## src/rtl/piso_serializer.sv

```systemverilog
// Parallel-in/serial-out serializer with valid/ready on both sides.
// Ports: clk, rst_n, pi/pi_valid/pi_ready (word in), so/so_valid/so_ready/so_last (bits out), busy.
module piso_serializer #(
  parameter int WIDTH     = 8,
  parameter bit MSB_FIRST = 1'b1
) (
  input  logic             clk,
  input  logic             rst_n,
  input  logic [WIDTH-1:0] pi,
  input  logic             pi_valid,
  output logic             pi_ready,
  output logic             so,
  output logic             so_valid,
  input  logic             so_ready,
  output logic             so_last,
  output logic             busy
);

  localparam int CW = (WIDTH > 1) ? $clog2(WIDTH) : 1;
  localparam logic [CW-1:0] LAST_IDX = CW'(WIDTH - 1);

  typedef enum logic {
    IDLE  = 1'b0,
    SHIFT = 1'b1
  } state_t;

  state_t           r_state;
  state_t           w_state_nxt;
  logic [WIDTH-1:0] r_sreg;
  logic [CW-1:0]    r_cnt;
  logic             w_tap;
  logic             w_xfer;
  logic             w_accept;

  assign w_tap    = MSB_FIRST ? r_sreg[WIDTH-1] : r_sreg[0];
  assign w_xfer   = so_valid & so_ready;
  assign w_accept = pi_valid & pi_ready;

  always_ff @(posedge clk or negedge rst_n) begin
    if (!rst_n) begin
      r_state <= IDLE;
    end else begin
      r_state <= w_state_nxt;
    end
  end

  always_comb begin
    w_state_nxt = r_state;
    unique case (r_state)
      IDLE: begin
        if (w_accept) w_state_nxt = SHIFT;
      end
      SHIFT: begin
        // Last bit leaving with no new word behind it
        if (w_xfer && so_last && !w_accept) w_state_nxt = IDLE;
      end
      default: w_state_nxt = IDLE;
    endcase
  end

  always_comb begin
    so_valid = (r_state == SHIFT);
    busy     = so_valid;
    so_last  = so_valid & (r_cnt == '0);
    // Stale shifted bits stay in sreg after a word; mask them in IDLE
    so       = so_valid & w_tap;
    // Reload is allowed in the same cycle the last bit is taken
    pi_ready = (r_state == IDLE) | (so_valid & so_ready & so_last);
  end

  always_ff @(posedge clk or negedge rst_n) begin
    if (!rst_n) begin
      r_sreg <= '0;
      r_cnt  <= '0;
    end else if (w_accept) begin
      r_sreg <= pi;
      r_cnt  <= LAST_IDX;
    end else if (w_xfer && !so_last) begin
      if (MSB_FIRST) r_sreg <= r_sreg << 1;
      else           r_sreg <= r_sreg >> 1;
      r_cnt <= r_cnt - CW'(1);
    end
  end

endmodule

```

## config.mk

```make
export PLATFORM = sky130hd
export DESIGN_NAME = piso_serializer
export DESIGN_NICKNAME = d
export VERILOG_FILES = /design/src/rtl/piso_serializer.sv
export SDC_FILE = /design/constraint.sdc
export NUM_CORES = 1
export LEC_CHECK = 0
export CORE_MARGIN = 4
export CORE_UTILIZATION = 35
export CTS_CLUSTER_SIZE = 25
export DETAILED_ROUTE_END_ITERATION = 7
export PLACE_DENSITY = 0.71
export SYNTH_ARGS = -nofsm -noshare
export SYNTH_HDL_FRONTEND = slang
export SYNTH_SLANG_ARGS = --single-unit
export TNS_END_PERCENT = 1
```

## constraint.sdc

```tcl
create_clock -name clk -period 3.78 [get_ports clk]
set_input_delay 1.134 -clock clk [delete_from_list [all_inputs] [get_ports clk]]
set_output_delay 1.134 -clock clk [all_outputs]
set_load 0.03 [all_outputs]
```

==> flow_metrics.py, run 1 <==
metrics = {
    "run_status": {
        "status": "finished, final reports clean",
    },
    "floorplanning": {
        "die_h_um": 51.94,
        "start_util": 0.3789,
        "io_pins": 17,
        "die-area_um2": 2697,
        "core-area_um2": 1783,
        "die_w_um": 51.94,
        "rows": 15,
    },
    "setup_path": {
        "worst-path-max-fanout": 3,
        "rr_worst_depth": 6,
        "cp-start-kind": "primary input",
        "critical_path_class": "in2out",
        "cp_common_cell": "clkdlybuf4s50_1",
        "arrival_ps": 2540,
        "setup.worst_path.start": "so_ready",
        "slowest_stage": "clkdlybuf4s50_1",
        "slowest_delay_ps": 670,
        "r2r_slack_ps": 2170,
        "cp.buffers_inverters": 2,
        "crit_family": "buffers and inverters",
        "r2r_end": "r_cnt[1]",
        "endpoint_kind": "output port",
        "critPathRequiredTime_ps": 2650,
        "worstPathCellList": "clkdlybuf4s50_1 -> nand3b_4 -> nand2_1 -> clkdlybuf4s50_1",
        "r2r_start": "r_cnt[0]",
    },
    "hold_path": {
        "whs_path_depth": 2,
        "holdPathEnd": "r_cnt[0]",
        "hold_start": "r_cnt[0]",
        "hold_class": "reg2reg",
    },
    "placement": {
        "io_buffers": 16,
        "dp_cells": 109,
        "gp_congestion": 0.7531,
        "hpwl_mm": 1.042,
    },
    "final_layout": {
        "final_nets": 103,
        "diodes": 0,
        "stdcell_count": 112,
        "area_growth_pct": 28.33,
        "multiInputGateArea_um2": 322.8,
        "ff_latch_area_um2": 300.3,
        "fill_cells": 168,
        "drive_above_1_share": 0.06897,
    },
    "cts": {
        "cts_resized": 0,
        "cts_setup_buffers": 0,
        "clock_path_buffers": 2,
        "insertion_delay_ps": 270,
        "clock_sinks": 12,
        "cts_tree": "done",
        "cts.hold.buffers_added": 0,
        "cts.clk_slew.worst_paths_ps": 60,
        "cts-buffers-inserted": 3,
        "htreeDepth": 1,
        "cts-root-buf": "clkbuf_4",
    },
    "timing": {
        "max_freq_ghz": 0.2723,
        "period_minus_slack_ps": 3673,
        "slew_viol_final": 0,
        "hold_viol": 0,
        "worst_pin_slew_ps": 529.8,
        "final-setup-viol-count": 0,
        "skew_ps": 4.318,
        "slew_headroom": 0.6457,
        "rsz0062_at_grt": "no",
        "setup_tns_ps": 0,
        "period_share": 0.9717,
        "fin_hold_ws_ps": 534.7,
    },
    "detailed_routing": {
        "vias": 599,
        "first_pass_iters": 4,
        "drc": 0,
        "avgRoutedWirePerCell_um": 13.36,
        "drt_iter0_drc": 15,
        "drt_wl_total_mm": 1.496,
        "vias_per_cell": 5.348,
        "postRouteAntennaNets": 0,
    },
    "global_routing": {
        "grt_antenna_before_repair": 0,
        "grtUsageMet3": 0.04298,
        "met1_usage": 0.1590,
        "met2_usage": 0.1715,
        "first_global_vias": 523,
        "grt_busiest_layer": "met2",
        "grt_pass1_wl_mm": 2.387,
        "grt_use_total": 0.1184,
        "grt_max_degree": 16,
        "overflow": 0,
    },
    "power": {
        "p_leak_nw": 0.3662,
        "power.density_nw_per_um2": 618.8,
        "ir_drop_uv": 280.6,
    },
    "synthesis": {
        "synth_area_um2": 675.6,
        "async_reset_ff_frac": 1.000,
        "synthFlopType": "dfrtp_1",
        "ys_ff_latch": 12,
        "ys_warn_count": 0,
        "synth_area_leaders": "dfrtp_1 (44%), o21ai_0 (8.1%), a211oi_1 (7.8%), a31oi_1 (7.4%), nand3_1 (6.7%)",
        "synth_edf_count": 0,
        "synth_top_area_cell": "dfrtp_1",
        "yosysTopAreaCellShare": 0.4444,
        "synth_nets": 87,
        "syn_area_per_cell_um2": 9.255,
        "synth_commonest_cells": "dfrtp_1 (12), o21ai_0 (11), nand3_1 (9)",
        "seq_area_frac_synth": 0.4444,
        "synth_most_common_cell": "dfrtp_1",
        "syn_inst": 73,
        "yosysUniqueCellTypes": 21,
    },
    "job": {
        "max-cap-violations": 0,
    },
}
per-layer routing:
| metal | part of all wire | vias to the layer above |
|---|---|---|
| met5 | 0 | - |
| met4 | 0.015 | 0 |
| met3 | 0.078 | 4 |
| met2 | 0.47 | 24 |
| met1 | 0.44 | 275 |
| li1 | - | 296 |
cells in the final DEF (no fill, tap or decap), drive strengths merged, types with 2 or more instances in the layout:
cell type	count
and2	3
nand3	9
clkdlybuf4s50	16
a211oi	7
ha	2
nand2	3
dfrtp	12
clkbuf	3
inv	3
buf	2
o21ai	11
a31oi	8
area by class of cell:
class,count,share of cell area
Inverter,4,0.01732
Tap cell,25,0.03608
Multi-Input combinational cell,50,0.3723
Sequential cell,12,0.3463
Timing Repair Buffer,18,0.2020
Clock buffer,3,0.02597
power breakdown:
part	leakage, nW	internal, mW	total [mW]	switching, mW
clock network	0.0138	0.0368	0.0747	0.0378
registers	0.147	0.180	0.212	0.0320
logic	0.206	0.113	0.250	0.137
total	0.366	0.330	0.537	0.207
how the worst max path moves through the flow:
stage	cells after the start	end
floorplan	2	pi_ready
global placement	4	pi_ready
detailed placement	4	pi_ready
CTS	4	pi_ready
global route	4	pi_ready
finish	4	pi_ready
flip-flops by register name, indices dropped and copies added (netlist names):
name    cells
busy        1
r_sreg      8
r_cnt       3
worst register-to-register path: stages, from the launching register on:
cell and delay, ps:
dfrtp_1 340, inv_1 70, ha_1 250, nand3b_4 90
buf_4 150, a21o_1 350, o311ai_0 210
stage by stage:
step	setup slack (ps)	power, mW	instance area (um^2)	utilization
final	106.9	0.5365	867.1	0.4863
after global routing	70.22	0.5822	867.1	0.4863
after CTS	100.9	0.5413	867.1	0.4863
after detailed placement	107.5	0.4628	844.6	0.4737
after global placement	136.5	0.4577	844.6	0.4737
after floorplan	1153	0.3876	675.6	-
logic make-up after synthesis:
logic type | share of synthesized area
mux | 0.01482
fa+ha+maj | 0.03703
buf+inv | 0.07776
simple gates | 0.1685
compound gates | 0.2574
flops | 0.4444
Note: power is estimated with default switching activity, not from simulation.
==> run 2: changes to the inputs <==
--- a/config.mk
+++ b/config.mk
@@ -6,10 +6,10 @@
 export NUM_CORES = 1
 export LEC_CHECK = 0
 export CORE_MARGIN = 4
-export CORE_UTILIZATION = 35
+export CORE_UTILIZATION = 50
 export CTS_CLUSTER_SIZE = 25
 export DETAILED_ROUTE_END_ITERATION = 7
-export PLACE_DENSITY = 0.71
+export PLACE_DENSITY = 0.92
 export SYNTH_ARGS = -nofsm -noshare
 export SYNTH_HDL_FRONTEND = slang
 export SYNTH_SLANG_ARGS = --single-unit
==> run 2 against run 1 <==
Power grew 8.1%. Global-route usage grew 7.3 points. Clock skew shrank 3.3 ps. Register-to-register slack lost 20 ps. Die area shrank 26%. First-iteration DRC count grew 110%. Fmax shrank 0.67%. Cell count shrank 8.9%. Sequential share of layout area is the same. Via count grew 8.0%. Largest power group unchanged.
==> flow_metrics.py, run 2 (synthesis results as in run 1) <==
metrics = {
    "hold_path": {
        "hold_class": "reg2reg",
    },
    "detailed_routing": {
        "drt_wl_total_mm": 1.771,
        "drt_iter0_drc": 31,
        "vias_per_cell": 6.343,
        "first_pass_iters": 4,
        "postRouteAntennaNets": 0,
        "vias": 647,
        "avgRoutedWirePerCell_um": 17.36,
        "drc": 0,
    },
    "cts": {
        "cts-buffers-inserted": 3,
        "clock_sinks": 12,
        "cts_setup_buffers": 0,
        "cts.clk_slew.worst_paths_ps": 80,
        "cts_resized": 0,
        "cts-root-buf": "clkbuf_4",
        "clock_path_buffers": 2,
        "cts_tree": "done",
        "insertion_delay_ps": 280,
        "htreeDepth": 1,
        "cts.hold.buffers_added": 0,
    },
    "floorplanning": {
        "rows": 12,
        "io_pins": 17,
        "die-area_um2": 2003,
        "die_w_um": 44.76,
        "start_util": 0.5696,
        "core-area_um2": 1186,
        "die_h_um": 44.76,
    },
    "timing": {
        "slew_headroom": 0.6303,
        "hold_viol": 0,
        "period_share": 0.9782,
        "setup_tns_ps": 0,
        "slew_viol_final": 0,
        "worst_pin_slew_ps": 552.8,
        "skew_ps": 1.029,
        "period_minus_slack_ps": 3698,
        "max_freq_ghz": 0.2704,
        "rsz0062_at_grt": "no",
        "fin_hold_ws_ps": 557.8,
        "final-setup-viol-count": 0,
    },
    "setup_path": {
        "worst-path-max-fanout": 3,
        "cp-start-kind": "primary input",
        "critical_path_class": "in2out",
        "endpoint_kind": "output port",
        "critPathRequiredTime_ps": 2650,
        "arrival_ps": 2560,
    },
    "placement": {
        "hpwl_mm": 1.215,
        "io_buffers": 16,
        "dpl_cell_area_um2": 830.8,
        "gp_congestion": 0.8002,
    },
    "global_routing": {
        "grt_use_total": 0.1919,
        "grt_antenna_before_repair": 0,
        "overflow": 0,
        "grt_pass1_wl_mm": 2.808,
        "grt_max_degree": 16,
        "first_global_vias": 613,
    },
    "final_layout": {
        "fin_area_um2": 867.1,
        "largest_reg_flops": 8,
        "mostFrequentLayoutCell": "clkdlybuf4s50_1",
        "final_nets": 103,
        "fill_cells": 95,
        "area_growth_pct": 28.33,
        "diodes": 0,
        "final_cell_mix": "clkdlybuf4s50_1 (16), dfrtp_1 (12), o21ai_0 (11)",
        "drive_above_1_share": 0.07955,
        "top_register": "r_sreg",
    },
    "run_status": {
        "status": "finished, final reports clean",
    },
    "power": {
        "power.density_nw_per_um2": 668.7,
        "ir_drop_uv": 461.9,
        "total_power_mw": 0.5798,
        "p_leak_nw": 0.3734,
    },
    "job": {
        "max-cap-violations": 0,
    },
}
==> run 2: cell types whose count changed in the layout (fill, tap and decap cells not counted), sizes merged <==
| cell | delta |
|---|---|
| clkbuf | +1 |
==> run 2: final timing paths <==
| path | start | end | slack, ps | cells past startpoint |
|---|---|---|---|---|
| max in group asynchronous | rst_n | r_sreg[4] | 2210 | 1 |
| worst max register to register | r_cnt[0] | r_cnt[1] | 2150 | 6 |
| worst min-delay path | r_sreg[0] | r_sreg[1] | 560 | 2 |
| worst min register to register | r_sreg[0] | r_sreg[1] | 560 | 2 |
| min in group asynchronous | rst_n | r_sreg[7] | 1210 | 1 |
| worst max-delay path | so_ready | pi_ready | 80 | 4 |
==> run 2: area by class of cell <==
cell class                 count  area, um^2  share of cell area
sequential                    12       300.3              0.3463
tap                           14       17.52             0.02020
clock buffer                   4       36.28             0.04185
timing repair buffer          18       175.2              0.2020
inverter                       4       15.01             0.01732
multi-input combinational     50       322.8              0.3723
==> run 2: where the power goes <==
group	internal (mW)	switching (mW)	leakage, nW
clock network	0.0586	0.0479	0.0210
registers	0.180	0.0336	0.147
logic	0.113	0.147	0.206
==> run 2: metal layers <==
metal	track usage	vias up	part of all wire
li1	-	296	-
met1	0.2556	308	0.42
met2	0.2951	36	0.49
met3	0.04781	7	0.075
met4	0.07831	0	0.017
met5	0	-	0
==> run 2: critical path, cell delays in order <==
cell and delay, ps:
clkdlybuf4s50_1 550, nand3b_4 90, nand2_1 110, clkdlybuf4s50_1 680
==> run 2: stage by stage <==
stage / setup WS, ps / cells / util
CTS: 79.39 / 102 / 0.7310
global placement: 133.9 / 98 / 0.7004
floorplan: 1153 / 73 / -
global route: 50.14 / 102 / 0.7310
finish: 82.30 / 102 / 0.7310
detailed placement: 85.31 / 98 / 0.7004
